**src/rtl/mem_req_adapter.sv**
```systemverilog
// Valid/ready front-end for a sync-read, byte-write RAM, with a 2-entry response buffer.
// Optional MEM_REQ_ADAPTER_STATS_EN adds rd_cnt/wr_cnt accepted-request counters.
module mem_req_adapter #(
    parameter int DWIDTH = 32,
    parameter int AWIDTH = 12
) (
    input  logic                clk,
    input  logic                rst_n,
    input  logic                req_valid,
    output logic                req_ready,
    input  logic [AWIDTH-1:0]   req_addr,
    input  logic [DWIDTH/8-1:0] req_wbe,
    input  logic [DWIDTH-1:0]   req_wdata,
    output logic                resp_valid,
    input  logic                resp_ready,
    output logic [DWIDTH-1:0]   resp_rdata,
    output logic [AWIDTH-1:0]   mem_addr,
    output logic [DWIDTH-1:0]   mem_d,
    output logic [DWIDTH/8-1:0] mem_wbe,
    output logic                mem_en,
    input  logic [DWIDTH-1:0]   mem_q
`ifdef MEM_REQ_ADAPTER_STATS_EN
    ,
    output logic [15:0]         rd_cnt,
    output logic [15:0]         wr_cnt
`endif
);

    logic              pend;
    logic [DWIDTH-1:0] rbuf [2];
    logic              head;
    logic [1:0]        count;

    logic accept;
    logic is_rd;
    logic pop;
    logic pop_buf;
    logic push;
    logic tail;

    // Ready depends only on registered occupancy so it never loops back through resp_ready.
    assign req_ready  = rst_n && (({1'b0, count} + {2'b00, pend}) < 3'd2);
    assign accept     = req_valid && req_ready;
    assign is_rd      = (req_wbe == '0);

    assign resp_valid = rst_n && ((count != 2'd0) || pend);
    assign resp_rdata = (count != 2'd0) ? rbuf[head] : mem_q;

    assign pop     = resp_valid && resp_ready;
    assign pop_buf = pop && (count != 2'd0);
    assign push    = pend && !((count == 2'd0) && pop);
    assign tail    = head ^ (count == 2'd1);

    assign mem_addr = req_addr;
    assign mem_d    = req_wdata;
    assign mem_wbe  = accept ? req_wbe : '0;
    assign mem_en   = accept;

    always_ff @(posedge clk) begin
        if (!rst_n) begin
            pend  <= 1'b0;
            head  <= 1'b0;
            count <= 2'd0;
        end else begin
            pend <= accept && is_rd;
            if (push) begin
                rbuf[tail] <= mem_q;
            end
            if (pop_buf) begin
                head <= ~head;
            end
            case ({push, pop_buf})
                2'b10:   count <= count + 2'd1;
                2'b01:   count <= count - 2'd1;
                default: count <= count;
            endcase
        end
    end

`ifdef MEM_REQ_ADAPTER_STATS_EN
    always_ff @(posedge clk) begin
        if (!rst_n) begin
            rd_cnt <= 16'd0;
            wr_cnt <= 16'd0;
        end else if (accept) begin
            if (is_rd) begin
                rd_cnt <= rd_cnt + 16'd1;
            end else begin
                wr_cnt <= wr_cnt + 16'd1;
            end
        end
    end
`endif

endmodule

```
**config.mk**
```make
export PLATFORM = sky130hd
export DESIGN_NAME = mem_req_adapter
export DESIGN_NICKNAME = d
export VERILOG_FILES = /design/src/rtl/mem_req_adapter.sv
export SDC_FILE = /design/constraint.sdc
export NUM_CORES = 1
export LEC_CHECK = 0
export CAP_MARGIN = 20
export CORE_ASPECT_RATIO = 0.5
export CORE_MARGIN = 2
export CORE_UTILIZATION = 40
export CTS_BUF_LIST = sky130_fd_sc_hd__clkbuf_2 sky130_fd_sc_hd__clkbuf_4 sky130_fd_sc_hd__clkbuf_8
export DETAILED_ROUTE_END_ITERATION = 8
export GPL_TIMING_DRIVEN = 0
export HOLD_SLACK_MARGIN = 0.12
export PLACE_DENSITY = 0.81
export SKIP_CTS_REPAIR_TIMING = 1
export SYNTH_ARGS = -nofsm -noshare
export SYNTH_HDL_FRONTEND = slang
export SYNTH_SLANG_ARGS = --single-unit
export TNS_END_PERCENT = 20
```
**constraint.sdc**
```tcl
create_clock -name clk -period 3.3 [get_ports clk]
set_input_delay 0.66 -clock clk [delete_from_list [all_inputs] [get_ports clk]]
set_output_delay 0.66 -clock clk [all_outputs]
set_load 0.005 [all_outputs]
```
### Word level (Yosys, flattened, before mapping)

Memory sizes are Yosys's and may differ from the RTL's. A register that Yosys moved wholly into a read port is not among the register bits.
Index checks and enable logic that the tools add are counted.

* register bits after elaboration: 4
* bits in latches: 0
* bits in writable memories: 64
* ROM bits: 0
* bits of input ports: 84
* output and inout port bits: 83
* word-level logic and storage cells: 35
* memories: 1

Memory list
* rbuf: words 2, width 32, rd ports 1, clocked after Yosys merged registers in 1, wr ports 1, RTL line 30 `logic [DWIDTH-1:0] rbuf [2];`

* add/subtract/negate cells: 3
* multiply operators: 0
* divide/modulo/power cells: 0
* order comparisons: 1
* eq/ne operators: 3
* shift operators: 0
* multiplexer cells: 8
* bitwise gates (word level): 2
* reduce and logical (&&, ||, !) cells: 14

Operators with widths (count)
* two-way mux 32 bit: 1
* logical AND 1 bit: 8
* two-way mux 1 bit: 5
* equality test 2 x 1 -> 1 bit (second input constant): 2
* logical NOT 4 bit: 1
* two-way mux 4 bit: 1
* one-hot mux 2 bit (2 select lines): 1
* nonzero test 2 bit: 2
* adder 2 x 1 -> 3 bit: 1
* < comparator 3 x 2 -> 1 bit (second input constant): 1
* adder 2 x 1 -> 2 bit (second input constant): 1
* equality test 2 bit (second input constant): 1
* logical NOT 2 bit: 1
* subtractor 2 x 1 -> 2 bit (second input constant): 1
* logical NOT 1 bit: 1
* logical OR 1 bit: 1
* inverter 1 bit: 1
* bitwise XOR 1 bit: 1

### Logic depth before layout (Yosys ltp)

Gate-level depths: netlist (run 1).

* depth in word-level cells: 10
* gate-level depth with buffers: 10

### Worst setup path after synthesis (run 1)

Ideal clock, no wire load.

* path type: reg2reg
* start: register count[0]
* end: memory rbuf[1][0], enable pin
* arrival time: 2.273 ns
* data required time: 2.875 ns
* path slack: 0.602 ns
* stages on the path, launching flop included: 6
* buffers on the path: 0
* cell sequence: dfxtp_1 > inv_2 > ha_1 > nand2_1 > nand3_1 > nor2b_1

* cells in the longest elaborated chain, start to end: 10
* elaborated cells on any way between the ends: 13
* classes of those cells: eq/ne: 1; mux: 3; bitwise: 1; reduce/logical: 8

Ends and longest elaborated chain
* start, declared: RTL line 32 `logic [1:0] count;`
* start signal, assigned: RTL line 73 `2'b10: count <= count + 2'd1;`
* start signal, assigned: RTL line 74 `2'b01: count <= count - 2'd1;`
* start signal, assigned: RTL line 75 `default: count <= count;`
* nonzero test 2 bit: RTL line 46 `assign resp_valid = rst_n && ((count != 2'd0) || pend);`
* logical OR 1 bit: RTL line 46
* logical AND 1 bit: RTL line 46
* logical AND 1 bit: RTL line 49 `assign pop = resp_valid && resp_ready;`
* logical AND 1 bit: RTL line 51 `assign push = pend && !((count == 2'd0) && pop);`
* logical NOT 1 bit: RTL line 51
* logical AND 1 bit: RTL line 51
* two-way mux 1 bit: RTL line 66 `if (push) begin`
* two-way mux 1 bit: RTL line 60 `if (!rst_n) begin`
* two-way mux 1 bit (implied by the code): RTL line 67 `rbuf[tail] <= mem_q;`
* end, declared: RTL line 30

Parallel ways exist; a longest one is shown, timed or not.

### Worst setup path after layout (run 1)

* start: register count[1]
* end: output port resp_rdata[12]

* cells in the longest elaborated chain, start to end: 2

Ends and longest elaborated chain
* nonzero test 2 bit: RTL line 47 `assign resp_rdata = (count != 2'd0) ? rbuf[head] : mem_q;`
* two-way mux 32 bit: RTL line 47
* end, declared: RTL line 16 `output logic [DWIDTH-1:0] resp_rdata,`

Every way passes these cells.

==> results by group, run 1 <==
Status
  – Status: complete, no violations

STA
  – Hold Violations, Final: 0
  – Setup Skew: 8.37 ps
  – Max Transition Viols Final: 0
  – Worst-Margin Slew: 985 ps
  – Final critical path time including I/O delays and setup: 2850 ps
  – Unrepaired setup endpoints after global routing: false
  – Final setup vio count: 0
  – Post-route clock period utilization: 86.3%
  – Rel. slew slack: 34.2%
  – Total negative slack for setup checks: 0 ps
  – Max Freq: 0.351 GHz

Critical path
  – Kind of launch point of the worst setup path: flop
  – Biggest cell delay along the critical path: 530 ps
  – Cell type with the highest occurrence count on the critical path: buf_4
  – Critical path buffer and inverter count: 4
  – Top Family by Delay on Critical Path: buffers and inverters
  – List of cells traversed by the critical path: inv_1, ha_1, buf_4, buf_4, nand2_1, o21ai_1, clkdlybuf4s50_1
  – Critical-path maximum fanout: 10
  – Capturing element type of the critical path: output pin
  – Data arrival at the endpoint of the critical path: 2190 ps
  – Slowest cell on the critical path: clkdlybuf4s50_1
  – Data required, critical path: 2640 ps
  – Critical path class: flop to output pin

Synthesis
  – Share of synthesized area occupied by flip-flops and latches: 61.9%
  – Top cells by area, synth: edfxtp_1 59%, buf_4 11%, mux2i_1 9.8%
  – Largest area contributor in the netlist: edfxtp_1
  – Most instantiated cells after synthesis: 64 x edfxtp_1, 48 x buf_4, 35 x nand2_1
  – Area share of the largest cell type after synthesis: 58.9%
  – Flip-flop cell with the highest count after synthesis: edfxtp_1
  – Netlist Area Pre-Place: 0.00327 sq mm
  – Top-count cell post-synth: edfxtp_1
  – Warning count from the yosys run: 0
  – Net Count, Synth: 341
  – Flop and latch count out of synthesis: 69
  – Async SR Flop Fraction: 0%
  – Synthesized area per cell: 12.9 sq um
  – Unique masters post-synth: 24
  – Number of instances in the synthesized netlist: 254
  – Number of flops mapped to enable cells by yosys: 64

Power and ir drop
  – Final total power: 1.93 mW
  – Ratio of total power to cell area: 400 mW/mm^2
  – VDD IR-drop max: 0.217 mV
  – Static Leakage: 1.76 nW

Global route
  – Wire length of the first global-routing pass: 11.3 mm
  – Number of antenna violations at the first check in global routing: 0
  – Vias in the first global route: 2408
  – Leftover overflow at the end of global routing: 0
  – GRT Total Usage: 16.4%
  – Largest net degree at the start of global routing: 33

Detailed routing
  – DRT Pass-1 Iters: 4
  – DRT iter0 DRCs: 117
  – Wire length per cell: 14.8 microns
  – Post-route antenna net violation count: 0
  – Via count: 2307
  – Aggregate routed wire length: 7.44 mm
  – Residual DRC count: 0
  – Vias per cell: 4.59

Flow run
  – Number of max-capacitance violations reported: 0

Final layout
  – Layout cell share with drive strength beyond 1: 17.9%
  – # nets final: 474
  – Area growth from synthesis to layout: 47.6%
  – Total of fill cells in the finished design: 630
  – Antenna cells: 0
  – Post-route cell area: 0.00482 sq mm

Clock network
  – Longest Clk Path Bufs: 2
  – Clock transition at the registers of the reported paths: 70 ps
  – Number of sinks driven by the clock tree: 69
  – Library cell used as clock root buffer: clkbuf_8
  – Number of buffers inserted during clock tree synthesis: 9
  – Insertion delay of the later-clocked pin in the worst-skew pair: 340 ps
  – H-tree depth reported by CTS: 3
  – TritonCTS clock tree: yes

Floorplan
  – Initial standard-cell utilization of the core: 41.0%
  – Core region area: 0.00797 sq mm
  – Die Outline Area: 0.00895 sq mm
  – Die height: 67.9 microns
  – Cell row count: 23
  – Die width: 132 microns
  – Boundary pin count: 167

Place
  – Post-Place Cell Area: 0.00464 sq mm
  – Placed wire-length estimate: 5.57 mm
  – Number of port buffers: 122
  – Final RePlAce weighted congestion: 0.735

Min path
  – Worst min-delay path category: flop to flop
path summary, 6_finish.rpt:
check        cells after the start        endpoint  startpoint  slack [ps]
max                              7  resp_rdata[12]    count[1]         450
max reg2reg                      5     rbuf[1][18]    count[0]        1080
min reg2reg                      2        count[1]    count[1]         560
min                              2        count[1]    count[1]         560
per-layer routing:
layer	wire, microns	global-route usage (%)
met1	2940	17.6
met2	3900	31.2
met3	462	5.33
met4	148	6.93
met5	0	0
per-stage QoR:
step | util, % | setup slack (ps) | hold slack [ps] | cells
CTS | 60.5 | 433 | 560 | 503
floorplan | - | 602 | 498 | 254
detailed placement | 58.2 | 457 | 541 | 488
global placement | 58.0 | -680 | 533 | 488
finish | 60.5 | 452 | 556 | 503
global route | 60.5 | 267 | 595 | 503
kinds of logic (layout without fill, tap and decap cells):
group | after synthesis | in the layout | share of synthesized area (%)
AOI/OAI and AO/OA | 36 | 36 | 5.90
xor gates and xnor gates | 4 | 4 | 1.07
adders and majority gates | 3 | 3 | 1.15
buffers and inverters | 59 | 196 | 13.6
DFF | 69 | 69 | 61.9
muxes | 32 | 32 | 9.81
and+or+nand+nor | 51 | 51 | 6.55
cells in the final DEF, fill, tap and decap left out, drive strengths merged, types with 4 or more instances in the layout:
cell and n:
clkdlybuf4s50 122, edfxtp 64, buf 53, nand2 35, mux2i 32, o21ai 32
clkbuf 11, nor2 6, and2 5, dfxtp 5, inv 4, clkinv 4
cell type report:
| type | instances | area, sq um | area share [%] |
|---|---|---|---|
| plain buffers | 55 | 429 | 8.90 |
| clock buffers | 9 | 124 | 2.57 |
| clock inverters | 6 | 55.1 | 1.14 |
| inverters | 4 | 15.0 | 0.311 |
| multi-input cells | 126 | 815 | 16.9 |
| flip-flops and latches | 69 | 2020 | 41.9 |
| well taps | 112 | 140 | 2.91 |
| repair buffers | 122 | 1220 | 25.3 |
registers in the layout, summed over array words and instances, names as in the netlist, named ones only:
signal / flops
rbuf: 64
count: 2
head: 1
pend: 1
power breakdown:
part	switching [mW]	total, mW	internal [mW]
Combinational	0.114	0.338	0.225
Sequential	0.00164	0.958	0.957
Clock	0.294	0.631	0.337
worst register-to-register path, delay by kind of cell, from the launching register on:
| kind | cells | cell delay, ps |
|---|---|---|
| and+or+nand+nor | 3 | 1100 |
| adders and majority gates | 1 | 280 |
| DFF | 1 | 410 |
| buffers and inverters | 1 | 60 |
(Power assumes the default switching activity.)
==> run 2, diff against run 1 <==
- SLEW_MARGIN: not set -> 20
==> results by group, run 2 (synthesized netlist as in run 1, its figures left out) <==
STA
  – Max Transition Viols Final: 0 (unchanged)
  – Rel. slew slack: 66.3% (+32 points)
  – Final hold slack: 550 ps (-6.30 ps)
  – Hold Violations, Final: 0 (unchanged)
  – Setup Skew: 6.78 ps (-1.59 ps)
  – Unrepaired setup endpoints after global routing: false
  – Total negative slack for setup checks: 0 ps (unchanged)
  – Final setup vio count: 0 (unchanged)
  – Post-route clock period utilization: 86.3% (about the same)
  – Worst-Margin Slew: 505 ps (-479 ps)
  – Max Freq: 0.351 GHz (about the same)
  – Final critical path time including I/O delays and setup: 2850 ps (+1.66 ps)

Clock network
  – Clock transition at the registers of the reported paths: 60 ps (about the same)
  – H-tree depth reported by CTS: 3 (unchanged)
  – Insertion delay of the later-clocked pin in the worst-skew pair: 350 ps (about the same)
  – TritonCTS clock tree: yes
  – Number of buffers inserted during clock tree synthesis: 9 (unchanged)
  – Number of sinks driven by the clock tree: 69 (unchanged)
  – Library cell used as clock root buffer: clkbuf_8
  – Longest Clk Path Bufs: 2 (unchanged)

Floorplan
  – Die Outline Area: 0.00895 sq mm (unchanged)
  – Die height: 67.9 microns (unchanged)
  – Cell row count: 23 (unchanged)
  – Initial standard-cell utilization of the core: 41.0% (unchanged)
  – Boundary pin count: 167 (unchanged)
  – Core region area: 0.00797 sq mm (unchanged)
  – Die width: 132 microns (unchanged)

Global route
  – GRT Total Usage: 17.2% (+0.80 points)
  – Wire length of the first global-routing pass: 11.7 mm (+3.3%)
  – Vias in the first global route: 2468 (+2.5%)
  – Leftover overflow at the end of global routing: 0 (unchanged)
  – Largest net degree at the start of global routing: 24 (-27%)
  – Number of antenna violations at the first check in global routing: 0 (unchanged)

Place
  – Placed wire-length estimate: 5.70 mm (+2.2%)
  – Number of port buffers: 122 (unchanged)
  – Inst Count DP: 490 (+0.41%)
  – Final RePlAce weighted congestion: 0.735 (unchanged)

Final layout
  – Area growth from synthesis to layout: 50.2%
  – Register with the highest flop count: rbuf
  – Max FFs per register: 64 (unchanged)
  – Post-layout instance count excluding filler cells: 506 (+0.60%)
  – Most frequent cells in the layout: 122 x clkdlybuf4s50_1, 64 x edfxtp_1, 48 x buf_4
  – Leading cell type in the layout, fill and taps excluded: clkdlybuf4s50_1
  – Antenna cells: 0 (unchanged)
  – Final core utilization: 61.5% (+1.1 points)
  – Total of fill cells in the finished design: 620 (-1.6%)
  – Layout cell share with drive strength beyond 1: 18.5% (+0.63 points)
  – # nets final: 476 (+0.42%)
  – Top flop regs: rbuf: 64 flops, count: 2 flops

Power and ir drop
  – Portion of total power attributed to the clock network: 35.8% (+3.1 points)
  – Ratio of total power to cell area: 412 mW/mm^2 (+3.1%)
  – Static Leakage: 1.80 nW (+2.4%)
  – VDD IR-drop max: 0.196 mV (-10%)
  – Combinational share of power: 16.9% (-0.7 points)
  – Sequential power share: 47.4% (-2.3 points)
  – NetSw: 0.415 mW (+1.4%)
  – Internal power component: 1.61 mW (+5.9%)
  – Switching part of the total power: 20.5% (-0.72 points)

Detailed routing
  – DRT iter0 DRCs: 131 (+12%)
  – Vias per cell: 4.67 (+1.9%)
  – Via count: 2365 (+2.5%)
  – Aggregate routed wire length: 7.73 mm (+3.9%)
  – Residual DRC count: 0 (unchanged)
  – DRT Pass-1 Iters: 5 (+1)
  – Wire length per cell: 15.3 microns (+3.2%)
  – Post-route antenna net violation count: 0 (unchanged)

Critical path
  – Worst Reg2Reg Path Length in Cells: 6 (+1)
  – List of cells traversed by the critical path: inv_1, ha_1, buf_4, buf_4, nand2_1, o21ai_1, clkdlybuf4s50_1
  – Capturing element type of the critical path: output pin
  – Cell type with the highest occurrence count on the critical path: buf_4
  – Biggest cell delay along the critical path: 530 ps (about the same)
  – Critical path class: flop to output pin
  – Data required, critical path: 2640 ps (about the same)
  – Data arrival at the endpoint of the critical path: 2190 ps (about the same)
  – Slowest cell on the critical path: clkdlybuf4s50_1
  – Kind of launch point of the worst setup path: flop
  – Critical-path maximum fanout: 10 (unchanged)

Status
  – Status: complete, no violations

Min path
  – Hold Path Stages: 2 (unchanged)
  – Worst min-delay path category: flop to flop

Flow run
  – Number of max-capacitance violations reported: 0 (unchanged)
-- run 2: cell count changes in the layout (fill, tap and decap cells not counted) --
cell,delta
clkbuf_4,+1
clkinvlp_4,-1
buf_16,+2
bufinv_16,+1
-- run 2: final timing paths --
check / end / slack (ps) / start
hold reg to reg: count[1] / 550 / count[1]
setup reg to reg: rbuf[1][20] / 1370 / count[0]
hold / removal: count[1] / 550 / count[1]
setup / recovery: resp_rdata[12] / 450 / count[1]
-- run 2: per-layer routing --
metal	GRT usage, %	wire (microns)	vias to the layer above	share of wire (%)
met4	8.42	142	0	1.8
met5	0	0	-	0
met3	4.67	531	14	6.9
met2	34.6	4250	114	55
li1	-	-	1126	-
met1	17.3	2800	1111	36
-- run 2: metrics by stage --
stage	setup slack (ps)	cell area (sq um)	power [mW]
finish	451	4910	2.02
global route	286	4910	2.09
CTS	412	4910	2.04
detailed placement	456	4700	1.32
global placement	-680	4630	1.31
floorplan	602	3270	1.10
-- run 2: layout make-up --
type / instances / area [sq um] / area share, %
Inverter: 4 / 15.0 / 0.306
Tap cell: 112 / 140 / 2.86
Timing Repair Buffer: 124 / 1280 / 26.0
Clock inverter: 6 / 77.6 / 1.58
Multi-Input combinational cell: 126 / 815 / 16.6
Clock buffer: 10 / 131 / 2.68
Buffer: 55 / 429 / 8.75
Sequential cell: 69 / 2020 / 41.2
-- run 2: worst max-delay path, delay by kind of cell (launching register included) --
family,cells,cell delay (ps)
buffers and inverters,4,1060
flip-flops,1,310
adder cells (fa/ha/maj),1,300
AO/OA/AOI/OAI,1,100
AND/OR/NAND/NOR,1,70
-- run 2: power groups by stage --
stage          logic (mW)  clock network, mW  registers (mW)
6_report            0.341              0.723           0.958
5_1_grt             0.369              0.766           0.958
4_1_cts             0.345              0.736           0.958
3_5_place_dp        0.341                  0           0.978
3_3_place_gp        0.334                  0           0.977
2_1_floorplan       0.126                  0           0.978
